File: config.mk
export PLATFORM = sky130hd
export DESIGN_NAME = iq_comp
export DESIGN_NICKNAME = d
export VERILOG_FILES = /design/src/rtl/iq_comp.sv
export SDC_FILE = /design/constraint.sdc
export NUM_CORES = 1
export LEC_CHECK = 0
export ABC_AREA = 1
export BUFFER_PORTS_ARGS = -buffer_cell sky130_fd_sc_hd__buf_2
export CORE_UTILIZATION = 55
export DETAILED_ROUTE_END_ITERATION = 8
export PLACE_DENSITY_LB_ADDON = 0.12
export RECOVER_POWER = 25
export SLEW_MARGIN = 15
export SYNTH_ARGS = -nofsm -noshare
export SYNTH_HDL_FRONTEND = slang
export SYNTH_SLANG_ARGS = --single-unit
File: constraint.sdc
create_clock -name clk -period 22.4 [get_ports clk]
set_input_delay 4.48 -clock clk [delete_from_list [all_inputs] [get_ports clk]]
set_output_delay 4.48 -clock clk [all_outputs]
set_load 0.05 [all_outputs]
File: src/rtl/iq_comp.sv
// iq_comp: receiver-side blind IQ-imbalance compensator.
// Computes y = x + W*conj(x) on each offset-binary I/Q sample and adapts W
// blindly (W <- W - mu*y^2), can freeze W, or load it from Wr_in/Wj_in.
// Optional feature macro: IQCOMP_SETTLE_EN builds the settle detector;
// without it the settled output is tied to 0.
//
// Data flow: one sample per rising edge, no handshake. Ix/Qx are sampled at
// every edge; Iy/Qy and Wr/Wj are registered and show the result one edge
// later. There is no back-pressure and no valid qualifier.
module iq_comp #(
  parameter int W_FRAC        = 12,
  parameter int MU_SHIFT      = 0,
  parameter int SETTLE_THRESH = 1,
  parameter int SETTLE_CNT    = 64
) (
  input  logic               clk,
  input  logic               RESETn,
  input  logic               freeze_iqcomp,
  input  logic [1:0]         op_mode,
  input  logic [3:0]         Ix,
  input  logic [3:0]         Qx,
  input  logic signed [12:0] Wr_in,
  input  logic signed [12:0] Wj_in,
  output logic signed [3:0]  Iy,
  output logic signed [3:0]  Qy,
  output logic               settled,
  output logic signed [12:0] Wr,
  output logic signed [12:0] Wj
);

  localparam logic [1:0] MODE_ADAPT = 2'b01;
  localparam logic [1:0] MODE_FIXED = 2'b10;

  // Clamp an 18-bit signed sum to the 4-bit output range [-8, 7].
  function automatic logic signed [3:0] sat4(input logic signed [17:0] v);
    if (v > 18'sd7)       return 4'sb0111;
    else if (v < -18'sd8) return 4'sb1000;
    else                  return v[3:0];
  endfunction

  // Clamp a 32-bit signed value to the 13-bit weight range [-4096, 4095].
  function automatic logic signed [12:0] sat13(input logic signed [31:0] v);
    if (v > 32'sd4095)       return 13'sb0_1111_1111_1111;
    else if (v < -32'sd4096) return 13'sb1_0000_0000_0000;
    else                     return v[12:0];
  endfunction

  // Offset-binary to two's complement: subtracting 8 just flips the MSB.
  logic signed [3:0] i_s, q_s;
  assign i_s = {~Ix[3], Ix[2:0]};
  assign q_s = {~Qx[3], Qx[2:0]};

  // Fixed mode feeds the external weights straight into the datapath.
  logic signed [12:0] we_r, we_j;
  assign we_r = (op_mode == MODE_FIXED) ? Wr_in : Wr;
  assign we_j = (op_mode == MODE_FIXED) ? Wj_in : Wj;

  // 13x4 signed products, summed to 18 bits.
  logic signed [16:0] p_ri, p_jq, p_ji, p_rq;
  assign p_ri = 17'(we_r) * 17'(i_s);
  assign p_jq = 17'(we_j) * 17'(q_s);
  assign p_ji = 17'(we_j) * 17'(i_s);
  assign p_rq = 17'(we_r) * 17'(q_s);

  logic signed [17:0] acc_i, acc_q, sh_i, sh_q, tot_i, tot_q;
  assign acc_i = 18'(p_ri) + 18'(p_jq);
  assign acc_q = 18'(p_ji) - 18'(p_rq);
  // Arithmetic shift: the correction term rounds toward minus infinity.
  assign sh_i  = acc_i >>> W_FRAC;
  assign sh_q  = acc_q >>> W_FRAC;
  assign tot_i = 18'(i_s) + sh_i;
  assign tot_q = 18'(q_s) + sh_q;

  // Bypass (00 and the reserved 11) passes the converted sample untouched.
  logic bypass;
  logic signed [3:0] y_i, y_q;
  assign bypass = (op_mode != MODE_ADAPT) && (op_mode != MODE_FIXED);
  assign y_i    = bypass ? i_s : sat4(tot_i);
  assign y_q    = bypass ? q_s : sat4(tot_q);

  // Blind error y^2 = (yI^2 - yQ^2) + j(2 yI yQ), scaled by the step size.
  logic signed [9:0]  yi_w, yq_w, er, ej;
  logic signed [31:0] dr, dj;
  logic signed [12:0] wr_upd, wj_upd;
  assign yi_w   = 10'(y_i);
  assign yq_w   = 10'(y_q);
  assign er     = (yi_w * yi_w) - (yq_w * yq_w);
  assign ej     = (yi_w * yq_w) <<< 1;
  assign dr     = 32'(er) <<< MU_SHIFT;
  assign dj     = 32'(ej) <<< MU_SHIFT;
  assign wr_upd = sat13(32'(Wr) - dr);
  assign wj_upd = sat13(32'(Wj) - dj);

  // Output sample register and weight register (adapt, load, or hold).
  always_ff @(posedge clk) begin
    if (RESETn) begin
      Iy <= '0;
      Qy <= '0;
      Wr <= '0;
      Wj <= '0;
    end else begin
      Iy <= y_i;
      Qy <= y_q;
      case (op_mode)
        MODE_FIXED: begin
          Wr <= Wr_in;
          Wj <= Wj_in;
        end
        MODE_ADAPT: begin
          if (!freeze_iqcomp) begin
            Wr <= wr_upd;
            Wj <= wj_upd;
          end
        end
        default: ;
      endcase
    end
  end

`ifdef IQCOMP_SETTLE_EN
  localparam int CW = $clog2(SETTLE_CNT + 1);

  logic [CW-1:0]      cnt, cnt_nxt;
  logic signed [31:0] abs_dr, abs_dj;
  logic               small;
  assign abs_dr = (dr < 0) ? -dr : dr;
  assign abs_dj = (dj < 0) ? -dj : dj;
  assign small  = (abs_dr <= 32'(SETTLE_THRESH)) && (abs_dj <= 32'(SETTLE_THRESH));

  // Next count of consecutive small updates; only live in adaptive mode.
  always_comb begin
    cnt_nxt = cnt;
    if (op_mode != MODE_ADAPT)        cnt_nxt = '0;
    else if (freeze_iqcomp)           cnt_nxt = cnt;
    else if (!small)                  cnt_nxt = '0;
    else if (cnt != CW'(SETTLE_CNT))  cnt_nxt = cnt + CW'(1);
  end

  // Settle counter and registered settled flag.
  always_ff @(posedge clk) begin
    if (RESETn) begin
      cnt     <= '0;
      settled <= 1'b0;
    end else begin
      cnt     <= cnt_nxt;
      settled <= (cnt_nxt == CW'(SETTLE_CNT));
    end
  end
`else
  assign settled = 1'b0;
`endif

endmodule

==> impl_results.md <==
* Port bufs at 72
* Fillers at about 2100
* Clock skew at 0.005649 ns
* Starting Density at 0.5612
* Drt total wl at between 20000 and 30000 µm
* Residual DRC at 0
* Syn avg cell area at 7.775 µm²
* Hold Crit Start: Wj[12]$_SDFFE_PP0P_
* Setup bufs post-CTS at 0
* Commonest cells after routing, fill and taps aside: inv_1 (393), nor2_1 (220), fa_1 (218)
* Initial antenna violation count at 0
* Yosys reg bits at 34
* Setup slack after layout at about 4 ns
* Layout cell share with drive strength beyond 1 at 0.07160
* Area of the multi-input gates at about 9900 µm²
* Worst R2R Path Depth at 57
* Root buf cell: clkbuf_16
* Synth area leaders: fa_1 (36%), ha_1 (16%), inv_1 (12%), nor2_1 (6.7%), nand2_1 (6.0%)
* Final worst-path cycle share at 0.8162
* Hold Path Depth at 2
* Maxcap violations at 0
* Run status: finished clean
* Post-CTS sizing at 0
* Nets at around 2000
* Pins Over Slew Limit at 0
* GPL Wtd Cong at 0.8953
* Largest area contributor in the netlist: fa_1
* Count of final hold-check violations at 0
* Gr usage total at 0.2759
* Die area at 22940 µm²
* Yosys warns at 0
* Synthesis-to-finish area growth at 6.325%
* FP Rows at 54
* Slowest-stage cell, CP: ha_2
* Average routed wire per standard cell at roughly 15 µm
* Worst slew margin at 0.2272
* Iter 0 DRT Violations at ~470
* Die extent in x at roughly 150 µm
* DPL Wire Length at about 25000 µm
* Hold Path Sink: Wj[12]$_SDFFE_PP0P_
* CTS Buffer Depth at 2
* Max Clk Rate at between 50 and 60 MHz
* I/O pin count at 74
* R2r endpoint: Wr[6]$_SDFFE_PP0P_
* Hold Crit Class: reg2reg
* Vias in the first global route at roughly 10000
* Final worst path period need at about 18 ns
* Reg clk slew, reported paths at around 0.06 ns
* CP arrival at approximately 18 ns
* Largest net degree at the start of global routing at 54
* Vias per cell at 5.227
* Total CTS buffers at 5
* Sequential area share after synthesis at 0.05541
* Most common cell after layout, fill and taps aside: inv_1
* Crit path max fanout at 53
* CP Class: in2reg
* Routed Antenna Nets at 0
* Reg2reg start: Wr[2]$_SDFFE_PP0P_
* Worst-Skew Late Latency at 0.29 ns
* Slew @ Worst Pin at around 1.2 ns
* Setup TNS after final layout at 0 ns
* Worst Setup Start Kind: input pin
* Crit path top cell by count: fa_1
* Setup Viol. Count Final at 0
* Die height at between 150 and 200 µm
* Core Footprint at approximately 22000 µm²
* Area of the mapped netlist at 12280 µm²
* Mapped Cells at around 1600
* First drt pass iteration count at 5
* CTS tree: done
* Crit end category: register
* Share of the synthesized area in the top cell type at 0.3553
* RSZ-0062 raised after global routing: no
* Seq. cell area at 680.7 µm²
* First-pass GRT wire length at between 40000 and 50000 µm
* Crit path largest cell delay at 0.80 ns
* Yosys cell types at 47
* N_diodes at 0
* Via count at 10010
* Reg2Reg Setup Slack at 8.68 ns
* Sink Count at 34
* Grt total ovfl at 0
* H-tree depth at 2
* Syn nets at 1994
* CTS Hold Bufs at 0
* Critical Path RT at ~23 ns
* Setup WS pre-CTS at between 3 and 4 ns
-- per-stage QoR --
stage,hold slack (ns),cells,area [µm²],util
finish,0.5306,1914,13060,0.5967
global route,0.5512,1914,13060,0.5967
CTS,0.5255,1914,13080,0.5976
detailed placement,0.5090,1906,12930,0.5907
global placement,0.5075,1906,12930,0.5907
floorplan,0.7145,1580,12280,-
-- critical path: cells and delay by family --
kind	cells	cell delay, ns
AO/OA/AOI/OAI	21	4.63
XOR/XNOR	3	0.35
adder cells (fa/ha/maj)	13	6.21
buffers and inverters	9	1.12
AND/OR/NAND/NOR	13	1.61
-- registers in the layout, summed over array words and instances, names as in the netlist --
| signal | flops |
|---|---|
| Iy | 4 |
| Qy | 4 |
| Wj | 13 |
| Wr | 13 |
-- cells by family after synthesis --
kind of cell,share of synthesized area
and+or+nand+nor,0.1656
buffers and inverters,0.1350
adders and majority gates,0.5152
AOI/OAI and AO/OA,0.08790
xor gates and xnor gates,0.04064
DFF,0.05541
other,0.0003053
-- cell type report --
type | count | area share
Inverter | 401 | 0.1155
Multi-Input combinational cell | 1108 | 0.7617
Clock buffer | 6 | 0.01063
Timing Repair Buffer | 83 | 0.03228
Tap cell | 280 | 0.02682
Clock inverter | 2 | 0.0009579
Sequential cell | 34 | 0.05211
-- worst max-delay path by stage --
stage	start	end	slack (ns)	cells after the start
after floorplan	op_mode[0]	Wr[10]$_SDFFE_PP0P_	6.21	62
after global placement	op_mode[0]	Wr[5]$_SDFFE_PP0P_	4.08	60
after detailed placement	op_mode[0]	Wr[6]$_SDFFE_PP0P_	3.93	59
after CTS	op_mode[0]	Wr[6]$_SDFFE_PP0P_	4.20	59
after global routing	op_mode[0]	Wr[4]$_SDFFE_PP0P_	2.94	59
final	op_mode[0]	Wr[6]$_SDFFE_PP0P_	4.12	59
-- cell usage after synthesis, drive strengths merged --
cell / number
inv: 397
nor2: 221
fa: 218
nand2: 215
ha: 157
o21ai: 74
a21oi: 69
xor2: 35
dfxtp: 34
nand3: 34
clkbuf: 30
xnor2: 22
o211ai: 10
nor3: 8
o21bai: 8
buf: 7
nand4: 6
a21o: 5
a221oi: 5
clkinv: 4
a211oi: 3
a22oi: 3
and2: 3
o31ai: 3
a31oi: 2
or2: 2
a211o: 1
a21boi: 1
conb: 1
o21a: 1
o311ai: 1
-- routing by layer --
metal  vias up  share of wire  global-route usage
li1       4864              -                   -
met1      4819           0.45              0.3759
met2       268           0.48              0.4651
met3        54          0.053             0.03533
met4         0          0.024             0.06700
met5         -              0                   0
Power is left out: the tool's default activity adds up to more than one toggle a clock period on the data nets, which glitch-free logic cannot reach.
